`config.mk`:
```
export PLATFORM = sky130hd
export DESIGN_NAME = alu_issue_stage_flat
export DESIGN_NICKNAME = d
export VERILOG_FILES = /design/src/rtl/alu_issue_stage_pkg.sv /design/src/rtl/alu_issue_stage_if.sv /design/src/rtl/alu_issue_stage_imm_extend.sv /design/src/rtl/alu_issue_stage.sv /design/src/flat_wrapper.sv
export SDC_FILE = /design/constraint.sdc
export NUM_CORES = 1
export LEC_CHECK = 0
export CAP_MARGIN = 20
export CORE_ASPECT_RATIO = 0.75
export CORE_MARGIN = 2
export CORE_UTILIZATION = 43
export DETAILED_ROUTE_END_ITERATION = 10
export HOLD_SLACK_MARGIN = 0.06
export MAX_ROUTING_LAYER = met4
export PLACE_DENSITY = 0.79
export SLEW_MARGIN = 15
export SYNTH_ARGS = -nofsm -noshare
export SYNTH_HDL_FRONTEND = slang
export SYNTH_SLANG_ARGS = --single-unit
```
`constraint.sdc`:
```
create_clock -name clock -period 2.3 [get_ports clock]
set_input_delay 0.23 -clock clock [delete_from_list [all_inputs] [get_ports clock]]
set_output_delay 0.23 -clock clock [all_outputs]
set_load 0.02 [all_outputs]
```
`src/rtl/alu_issue_stage_pkg.sv`:
```
// alu_issue_stage_pkg: shared widths, opcode encodings and sequencer state
// encodings for the alu issue stage and its neighbours.
package alu_issue_stage_pkg;

  localparam int DEF_WORD_SIZE     = 16;
  localparam int DEF_OPCODE_SIZE   = 5;
  localparam int DEF_REG_ADDR_SIZE = 3;
  localparam int DEF_IMM_SIZE      = 8;

  localparam logic [DEF_OPCODE_SIZE-1:0] OP_NOT  = 5'd0;
  localparam logic [DEF_OPCODE_SIZE-1:0] OP_AND  = 5'd1;
  localparam logic [DEF_OPCODE_SIZE-1:0] OP_ANDI = 5'd2;
  localparam logic [DEF_OPCODE_SIZE-1:0] OP_OR   = 5'd3;
  localparam logic [DEF_OPCODE_SIZE-1:0] OP_XOR  = 5'd4;
  localparam logic [DEF_OPCODE_SIZE-1:0] OP_ADD  = 5'd5;
  localparam logic [DEF_OPCODE_SIZE-1:0] OP_ADDI = 5'd6;
  localparam logic [DEF_OPCODE_SIZE-1:0] OP_SUB  = 5'd7;
  localparam logic [DEF_OPCODE_SIZE-1:0] OP_COMP = 5'd8;
  localparam logic [DEF_OPCODE_SIZE-1:0] OP_LT   = 5'd9;
  localparam logic [DEF_OPCODE_SIZE-1:0] OP_EQ   = 5'd10;

  typedef enum logic [1:0] {
    IDLE = 2'd0,
    READ = 2'd1,
    EXEC = 2'd2,
    WB   = 2'd3
  } state_e;

  // Opcodes this stage is willing to send to the alu; anything else is rejected.
  function automatic logic is_legal_op(input logic [DEF_OPCODE_SIZE-1:0] op);
    case (op)
      OP_NOT, OP_AND, OP_ANDI, OP_OR, OP_XOR, OP_ADD,
      OP_ADDI, OP_SUB, OP_COMP, OP_LT, OP_EQ: return 1'b1;
      default:                                return 1'b0;
    endcase
  endfunction

endpackage

```
`src/rtl/alu_issue_stage_if.sv`:
```
// alu_issue_stage_if: decoded-instruction valid/ready handshake between the
// decoder (master) and the issue stage (slave).
interface alu_issue_stage_if
  import alu_issue_stage_pkg::*;
#(
  parameter int OPCODE_SIZE   = DEF_OPCODE_SIZE,
  parameter int REG_ADDR_SIZE = DEF_REG_ADDR_SIZE,
  parameter int IMM_SIZE      = DEF_IMM_SIZE
);
  logic                     instr_valid;
  logic                     instr_ready;
  logic [OPCODE_SIZE-1:0]   instr_opcode;
  logic [REG_ADDR_SIZE-1:0] instr_rd;
  logic [REG_ADDR_SIZE-1:0] instr_rs1;
  logic [REG_ADDR_SIZE-1:0] instr_rs2;
  logic [IMM_SIZE-1:0]      instr_imm;

  modport master (
    output instr_valid, instr_opcode, instr_rd, instr_rs1, instr_rs2, instr_imm,
    input  instr_ready
  );

  modport slave (
    input  instr_valid, instr_opcode, instr_rd, instr_rs1, instr_rs2, instr_imm,
    output instr_ready
  );
endinterface

```
`src/rtl/alu_issue_stage_imm_extend.sv`:
```
// alu_issue_stage_imm_extend: widens the immediate field to a full word,
// either sign-extended or zero-extended.
module alu_issue_stage_imm_extend #(
  parameter int IMM_SIZE  = 8,
  parameter int WORD_SIZE = 16
) (
  input  logic [IMM_SIZE-1:0]  imm,
  input  logic                 sign_ext,
  output logic [WORD_SIZE-1:0] imm_ext
);

  // Replicate the immediate's top bit only when sign extension is selected.
  always_comb begin
    imm_ext = {{(WORD_SIZE-IMM_SIZE){sign_ext & imm[IMM_SIZE-1]}}, imm};
  end

endmodule

```
`src/rtl/alu_issue_stage.sv`:
```
// alu_issue_stage: non-pipelined sequencer feeding the alu. Reads operands
// from the register file, fires the alu for one cycle and writes the result
// back. Optional feature macro: ALU_ISSUE_COUNT_EN adds retired_count.
//
// state | meaning
// IDLE  | ready for an instruction; illegal opcodes are rejected here
// READ  | register-file addresses presented, data arrives next cycle
// EXEC  | alu_enable high, operands taken straight from the rf read data
// WB    | registered alu result written to rd, done pulsed
module alu_issue_stage
  import alu_issue_stage_pkg::*;
#(
  parameter int WORD_SIZE     = DEF_WORD_SIZE,
  parameter int OPCODE_SIZE   = DEF_OPCODE_SIZE,
  parameter int REG_ADDR_SIZE = DEF_REG_ADDR_SIZE,
  parameter int IMM_SIZE      = DEF_IMM_SIZE
) (
  input  logic                     clock,
  input  logic                     reset_n,
  alu_issue_stage_if.slave         instr_if,
  output logic [REG_ADDR_SIZE-1:0] rf_raddr1,
  output logic [REG_ADDR_SIZE-1:0] rf_raddr2,
  input  logic [WORD_SIZE-1:0]     rf_rdata1,
  input  logic [WORD_SIZE-1:0]     rf_rdata2,
  output logic                     rf_we,
  output logic [REG_ADDR_SIZE-1:0] rf_waddr,
  output logic [WORD_SIZE-1:0]     rf_wdata,
  output logic [OPCODE_SIZE-1:0]   alu_opcode,
  output logic [WORD_SIZE-1:0]     alu_input1,
  output logic [WORD_SIZE-1:0]     alu_input2,
  output logic                     alu_enable,
  input  logic [WORD_SIZE-1:0]     alu_result,
  output logic                     done,
  output logic                     illegal
`ifdef ALU_ISSUE_COUNT_EN
  ,
  output logic [WORD_SIZE-1:0]     retired_count
`endif
);

  state_e                   state_q, state_d;
  logic                     ready_q, ready_d;
  logic [OPCODE_SIZE-1:0]   op_q, op_d;
  logic [REG_ADDR_SIZE-1:0] rd_q, rd_d;
  logic [IMM_SIZE-1:0]      imm_q, imm_d;
  logic [REG_ADDR_SIZE-1:0] raddr1_q, raddr1_d;
  logic [REG_ADDR_SIZE-1:0] raddr2_q, raddr2_d;
  logic [OPCODE_SIZE-1:0]   alu_op_q, alu_op_d;
  logic [WORD_SIZE-1:0]     in1_q, in1_d;
  logic [WORD_SIZE-1:0]     in2_q, in2_d;
  logic                     alu_en_q, alu_en_d;
  logic                     we_q, we_d;
  logic [REG_ADDR_SIZE-1:0] waddr_q, waddr_d;
  logic [WORD_SIZE-1:0]     wdata_q, wdata_d;
  logic                     done_q, done_d;
  logic                     illegal_q, illegal_d;
`ifdef ALU_ISSUE_COUNT_EN
  logic [WORD_SIZE-1:0]     count_q, count_d;
`endif

  logic [WORD_SIZE-1:0]     imm_ext;
  logic [WORD_SIZE-1:0]     exec_in2;
  logic                     imm_sign;

  assign imm_sign = (op_q == OP_ADDI);

  alu_issue_stage_imm_extend #(
    .IMM_SIZE  (IMM_SIZE),
    .WORD_SIZE (WORD_SIZE)
  ) u_imm_extend (
    .imm      (imm_q),
    .sign_ext (imm_sign),
    .imm_ext  (imm_ext)
  );

  // Second alu operand: immediate forms and NOT override the rs2 read data.
  always_comb begin
    exec_in2 = rf_rdata2;
    case (op_q)
      OP_ADDI, OP_ANDI: exec_in2 = imm_ext;
      OP_NOT:           exec_in2 = '0;
      default:          exec_in2 = rf_rdata2;
    endcase
  end

  // Next-state and next-output computation for the four-state sequencer.
  always_comb begin
    state_d   = state_q;
    ready_d   = ready_q;
    op_d      = op_q;
    rd_d      = rd_q;
    imm_d     = imm_q;
    raddr1_d  = raddr1_q;
    raddr2_d  = raddr2_q;
    alu_op_d  = alu_op_q;
    in1_d     = in1_q;
    in2_d     = in2_q;
    alu_en_d  = 1'b0;
    we_d      = 1'b0;
    waddr_d   = waddr_q;
    wdata_d   = wdata_q;
    done_d    = 1'b0;
    illegal_d = 1'b0;
`ifdef ALU_ISSUE_COUNT_EN
    count_d   = count_q;
`endif
    case (state_q)
      IDLE: begin
        if (instr_if.instr_valid) begin
          op_d  = instr_if.instr_opcode;
          rd_d  = instr_if.instr_rd;
          imm_d = instr_if.instr_imm;
          if (is_legal_op(instr_if.instr_opcode)) begin
            raddr1_d = instr_if.instr_rs1;
            raddr2_d = instr_if.instr_rs2;
            ready_d  = 1'b0;
            state_d  = READ;
          end else begin
            illegal_d = 1'b1;
          end
        end
      end
      READ: begin
        alu_en_d = 1'b1;
        alu_op_d = op_q;
        state_d  = EXEC;
      end
      EXEC: begin
        // Remember the operands actually used so they hold after EXEC.
        in1_d   = rf_rdata1;
        in2_d   = exec_in2;
        we_d    = 1'b1;
        done_d  = 1'b1;
        waddr_d = rd_q;
`ifdef ALU_ISSUE_COUNT_EN
        count_d = count_q + WORD_SIZE'(1);
`endif
        state_d = WB;
      end
      WB: begin
        wdata_d = alu_result;
        ready_d = 1'b1;
        state_d = IDLE;
      end
    endcase
  end

  // Register all sequencer state; synchronous active-low reset aborts any instruction.
  always_ff @(posedge clock) begin
    if (!reset_n) begin
      state_q   <= IDLE;
      ready_q   <= 1'b1;
      op_q      <= '0;
      rd_q      <= '0;
      imm_q     <= '0;
      raddr1_q  <= '0;
      raddr2_q  <= '0;
      alu_op_q  <= '0;
      in1_q     <= '0;
      in2_q     <= '0;
      alu_en_q  <= 1'b0;
      we_q      <= 1'b0;
      waddr_q   <= '0;
      wdata_q   <= '0;
      done_q    <= 1'b0;
      illegal_q <= 1'b0;
`ifdef ALU_ISSUE_COUNT_EN
      count_q   <= '0;
`endif
    end else begin
      state_q   <= state_d;
      ready_q   <= ready_d;
      op_q      <= op_d;
      rd_q      <= rd_d;
      imm_q     <= imm_d;
      raddr1_q  <= raddr1_d;
      raddr2_q  <= raddr2_d;
      alu_op_q  <= alu_op_d;
      in1_q     <= in1_d;
      in2_q     <= in2_d;
      alu_en_q  <= alu_en_d;
      we_q      <= we_d;
      waddr_q   <= waddr_d;
      wdata_q   <= wdata_d;
      done_q    <= done_d;
      illegal_q <= illegal_d;
`ifdef ALU_ISSUE_COUNT_EN
      count_q   <= count_d;
`endif
    end
  end

  // The rf read data only lands in EXEC and the alu result only in WB, so
  // those operands pass straight through in their cycle and hold otherwise.
  assign alu_input1 = (state_q == EXEC) ? rf_rdata1 : in1_q;
  assign alu_input2 = (state_q == EXEC) ? exec_in2 : in2_q;
  assign rf_wdata   = (state_q == WB) ? alu_result : wdata_q;

  assign instr_if.instr_ready = ready_q;
  assign rf_raddr1  = raddr1_q;
  assign rf_raddr2  = raddr2_q;
  assign rf_we      = we_q;
  assign rf_waddr   = waddr_q;
  assign alu_opcode = alu_op_q;
  assign alu_enable = alu_en_q;
  assign done       = done_q;
  assign illegal    = illegal_q;
`ifdef ALU_ISSUE_COUNT_EN
  assign retired_count = count_q;
`endif

endmodule
```
`src/flat_wrapper.sv`:
```
// flat-port wrapper written by rule: the top's interface ports become plain ports
module alu_issue_stage_flat import alu_issue_stage_pkg::*;
#(
  parameter int WORD_SIZE     = DEF_WORD_SIZE,
  parameter int OPCODE_SIZE   = DEF_OPCODE_SIZE,
  parameter int REG_ADDR_SIZE = DEF_REG_ADDR_SIZE,
  parameter int IMM_SIZE      = DEF_IMM_SIZE
)
  (clock, reset_n, rf_raddr1, rf_raddr2, rf_rdata1, rf_rdata2, rf_we, rf_waddr, rf_wdata, alu_opcode, alu_input1, alu_input2, alu_enable, alu_result, done, illegal, instr_if_instr_valid, instr_if_instr_opcode, instr_if_instr_rd, instr_if_instr_rs1, instr_if_instr_rs2, instr_if_instr_imm, instr_if_instr_ready);
  alu_issue_stage_if #(.OPCODE_SIZE(OPCODE_SIZE), .REG_ADDR_SIZE(REG_ADDR_SIZE), .IMM_SIZE(IMM_SIZE)) instr_if_i ();
  input  logic clock;
  input  logic reset_n;
  output logic [REG_ADDR_SIZE-1:0] rf_raddr1;
  output logic [REG_ADDR_SIZE-1:0] rf_raddr2;
  input  logic [WORD_SIZE-1:0] rf_rdata1;
  input  logic [WORD_SIZE-1:0] rf_rdata2;
  output logic rf_we;
  output logic [REG_ADDR_SIZE-1:0] rf_waddr;
  output logic [WORD_SIZE-1:0] rf_wdata;
  output logic [OPCODE_SIZE-1:0] alu_opcode;
  output logic [WORD_SIZE-1:0] alu_input1;
  output logic [WORD_SIZE-1:0] alu_input2;
  output logic alu_enable;
  input  logic [WORD_SIZE-1:0] alu_result;
  output logic done;
  output logic illegal;
  input wire logic [$bits(instr_if_i.instr_valid)-1:0] instr_if_instr_valid;
  input wire logic [$bits(instr_if_i.instr_opcode)-1:0] instr_if_instr_opcode;
  input wire logic [$bits(instr_if_i.instr_rd)-1:0] instr_if_instr_rd;
  input wire logic [$bits(instr_if_i.instr_rs1)-1:0] instr_if_instr_rs1;
  input wire logic [$bits(instr_if_i.instr_rs2)-1:0] instr_if_instr_rs2;
  input wire logic [$bits(instr_if_i.instr_imm)-1:0] instr_if_instr_imm;
  output wire logic [$bits(instr_if_i.instr_ready)-1:0] instr_if_instr_ready;
  assign instr_if_i.instr_valid = instr_if_instr_valid;
  assign instr_if_i.instr_opcode = instr_if_instr_opcode;
  assign instr_if_i.instr_rd = instr_if_instr_rd;
  assign instr_if_i.instr_rs1 = instr_if_instr_rs1;
  assign instr_if_i.instr_rs2 = instr_if_instr_rs2;
  assign instr_if_i.instr_imm = instr_if_instr_imm;
  assign instr_if_instr_ready = instr_if_i.instr_ready;
  alu_issue_stage #(.WORD_SIZE(WORD_SIZE), .OPCODE_SIZE(OPCODE_SIZE), .REG_ADDR_SIZE(REG_ADDR_SIZE), .IMM_SIZE(IMM_SIZE)) u_core (.clock(clock), .reset_n(reset_n), .instr_if(instr_if_i), .rf_raddr1(rf_raddr1), .rf_raddr2(rf_raddr2), .rf_rdata1(rf_rdata1), .rf_rdata2(rf_rdata2), .rf_we(rf_we), .rf_waddr(rf_waddr), .rf_wdata(rf_wdata), .alu_opcode(alu_opcode), .alu_input1(alu_input1), .alu_input2(alu_input2), .alu_enable(alu_enable), .alu_result(alu_result), .done(done), .illegal(illegal));
endmodule
```
==> flow_metrics.env <==
export IMPL_num_rows=28
export IMPL_reg2reg_depth=5
export IMPL_muxShareOfSynthArea_pct=14.9
export IMPL_crit_type="register to output pin"
export IMPL_setup_viol=0
export IMPL_routedWlPerCell_um=14.2
export IMPL_clk_path_buf_depth=2
export IMPL_cts_tree="built"
export IMPL_drv_cap=0
export IMPL_synth_fp_nets=441
export IMPL_clock_latency_ps=340
export IMPL_worst_slew_pin_slew_ps=575
export IMPL_synth_compound_area_share_pct=12.5
export IMPL_hpwl_um=6300
export IMPL_antenna_cells=0
export IMPL_synthCells=363
export IMPL_status="completed"
export IMPL_synth_fa_ha_area_share_pct=1.79
export IMPL_drcViolationCount=0
export IMPL_place_congestion=0.790
export IMPL_max_freq_mhz=450
export IMPL_cp_max_fo=8
export IMPL_r2r_slack_ps=660
export IMPL_seq_area_frac_synth_pct=48.1
export IMPL_ys_seq_elements=84
export IMPL_finalCritPeriodShare_pct=96.6
export IMPL_drv_slew=0
export IMPL_cts_clk_slew_worst_paths_ps=90
export IMPL_fp_dieH_um=82.1
export IMPL_hold_depth=3
export IMPL_start_kind="register"
export IMPL_required_ps=2070
export IMPL_antenna_left=0
export IMPL_synth_xor_xnor_area_share_pct=0
export IMPL_syn2layout_area_growth_pct=47.8
export IMPL_core_area_um2=7880
export IMPL_yosysTopAreaCellShare_pct=48.1
export IMPL_pin_count=140
export IMPL_worstPathArrival_ps=1990
export IMPL_synth_area_um2=3500
export IMPL_cts_setup_buffers=0
export IMPL_drt_iter0_markers=118
export IMPL_clock_skew_ps=13.7
export IMPL_synth_distinct_cells=33
export IMPL_r2r_end="u_core.imm_q[6]"
export IMPL_cts_max_level=3
export IMPL_grt_overflow=0
export IMPL_synth_area_leader_cell="dfxtp_1"
export IMPL_synth_area_leaders="dfxtp_1, mux2_2, and2_1"
export IMPL_viasPerCell=4.94
export IMPL_ir_drop_uv=486
export IMPL_first_pass_iters=5
export IMPL_tns_ps=0
export IMPL_p_per_area_nw_per_um2=853
export IMPL_crit_start="u_core.op_q[3]"
export IMPL_hold_viol=0
export IMPL_final_nets=579
export IMPL_antenna_found_initial=0
export IMPL_start_util_pct=44.4
export IMPL_yosysWarnings=0
export IMPL_async_flop_share_pct=0
export IMPL_grt_first_pass_wirelength_um=13800
export IMPL_r2r_start="u_core.state_q[0]"
export IMPL_synth_most_common_cell="dfxtp_1"
export IMPL_synth_top_family_by_area="simple AND/OR/NAND/NOR gates"
export IMPL_numPortBuffers=139
export IMPL_worstHoldPathType="input pin to register"
export IMPL_cts_sinks=84
export IMPL_root_buffer="clkbuf_8"
export IMPL_worstHoldStart="reset_n"
export IMPL_drive_gt1_share_pct=15.0
export IMPL_cp_end_kind="output pin"
export IMPL_synth_avg_cell_area_um2=9.64
export IMPL_synth_ff_type="dfxtp_1"
export IMPL_grt_usage_pct=20.4
export IMPL_grt_max_degree=36
export IMPL_synth_edf_count=0
export IMPL_grt_pass1_vias=2952
export IMPL_total_power_uw=4410
export IMPL_slew_headroom_pct=61.7
export IMPL_synth_commonest_cells="dfxtp_1, nand2_1, and2_1"
export IMPL_num_vias=3016
export IMPL_fin_crit_ps=2220
export IMPL_cts_buffers_inserted=9
export IMPL_synth_simple_area_share_pct=18.8
export IMPL_p_leak_uw=0.00235
export IMPL_fp_dieW_um=108
export IMPL_dieArea_um2=8880
export IMPL_min_to="u_core.rf_raddr1[0]"
export IMPL_wl_um=8650
export IMPL_grt_setup_unrepaired="no"
[through the flow]
stage | std cells | area [µm²] | hold WS [ps] | util, % | setup WS, ps
CTS | 611 | 5180 | 297 | 65.8 | 6.45
floorplan | 363 | 3500 | 362 | - | 310
finish | 611 | 5170 | 318 | 65.6 | 77.9
global placement | 595 | 5030 | 441 | 63.9 | 62.7
detailed placement | 595 | 5030 | 445 | 63.9 | 45.4
global route | 611 | 5170 | 327 | 65.6 | 2.54
[worst max-delay path: stages (launching register included)]
cell,delay (ps)
dfxtp_1,320
or3_4,440
o211a_1,240
or3_1,360
clkdlybuf4s15_1,300
[sequential cells by signal, indices dropped and copies added, names as in the netlist]
| name | cells |
|---|---|
| u_core.op_q | 5 |
| u_core.imm_q | 8 |
| u_core.rd_q | 3 |
| u_core.rf_raddr2 | 3 |
| u_core.rf_raddr1 | 3 |
| u_core.in1_q | 16 |
| u_core.illegal | 1 |
| u_core.wdata_q | 16 |
| u_core.rf_we | 1 |
| u_core.state_q | 2 |
| u_core.in2_q | 16 |
| u_core.alu_opcode | 5 |
| u_core.alu_enable | 1 |
| u_core.instr_if.instr_ready | 1 |
| u_core.rf_waddr | 3 |
[placed cells by master, fill, tap and decap left out, drive strengths merged]
master,count
and2,35
nand2,49
dlymetal6s2s,1
clkinvlp,3
mux2,32
dlygate4sd2,40
nand2b,1
a2111o,1
clkdlybuf4s50,90
inv,3
and3,7
a211oi,9
buf,16
nor4b,1
nor2b,8
o31a,7
nor2,19
nand3,1
a21oi,25
mux2i,16
a21o,1
a311oi,1
a22oi,1
o21ai,10
clkinv,3
dfxtp,84
or3,9
clkbuf,16
a31oi,2
o311a,1
clkdlybuf4s15,2
o211a,7
ha,5
[how the worst max path moves through the flow]
stage                                 to  slack (ps)  cells after the start
after floorplan           alu_input2[11]         310                      7
after global placement     alu_input2[3]          60                      4
after detailed placement   alu_input2[3]          50                      4
after CTS                  alu_input2[3]           6                      4
after global routing      alu_input2[14]           3                      5
final                      alu_input2[1]          80                      4
[what timing repair did]
item,in CTS,in global routing
hold buffers,0,0
endpoints found under the setup margin,48,11
pin swaps,0,1
resized for setup,52,15
[report_power, final]
part	switching (µW)	total [µW]	internal, µW
clock network	515	966	451
registers	83.8	1730	1650
logic	936	1710	774
total	1540	4410	2880
[cell type report]
class                   count  area, µm²
clock buffers              11        151
clock inverters             5       36.3
fillers                   659       2710
inverters                   4       15.0
multi-input cells         248       1700
flip-flops and latches     84       1680
well taps                 105        131
repair buffers            154       1460
[layer usage]
metal  part of all wire [%]  vias up  global-route usage (%)
met3                    8.8        4                    6.67
met5                      0        -                       -
met2                     46      113                    32.9
met4                   0.62        0                    5.51
met1                     44     1378                    24.8
li1                       -     1521                       -
[cell families after synthesis]
kind of cell,Yosys count
muxes,48
AOI/OAI and AO/OA,65
adders and majority gates,5
DFF,84
and+or+nand+nor,130
buffers and inverters,31
No activity file was read; power rests on OpenSTA's default activity.
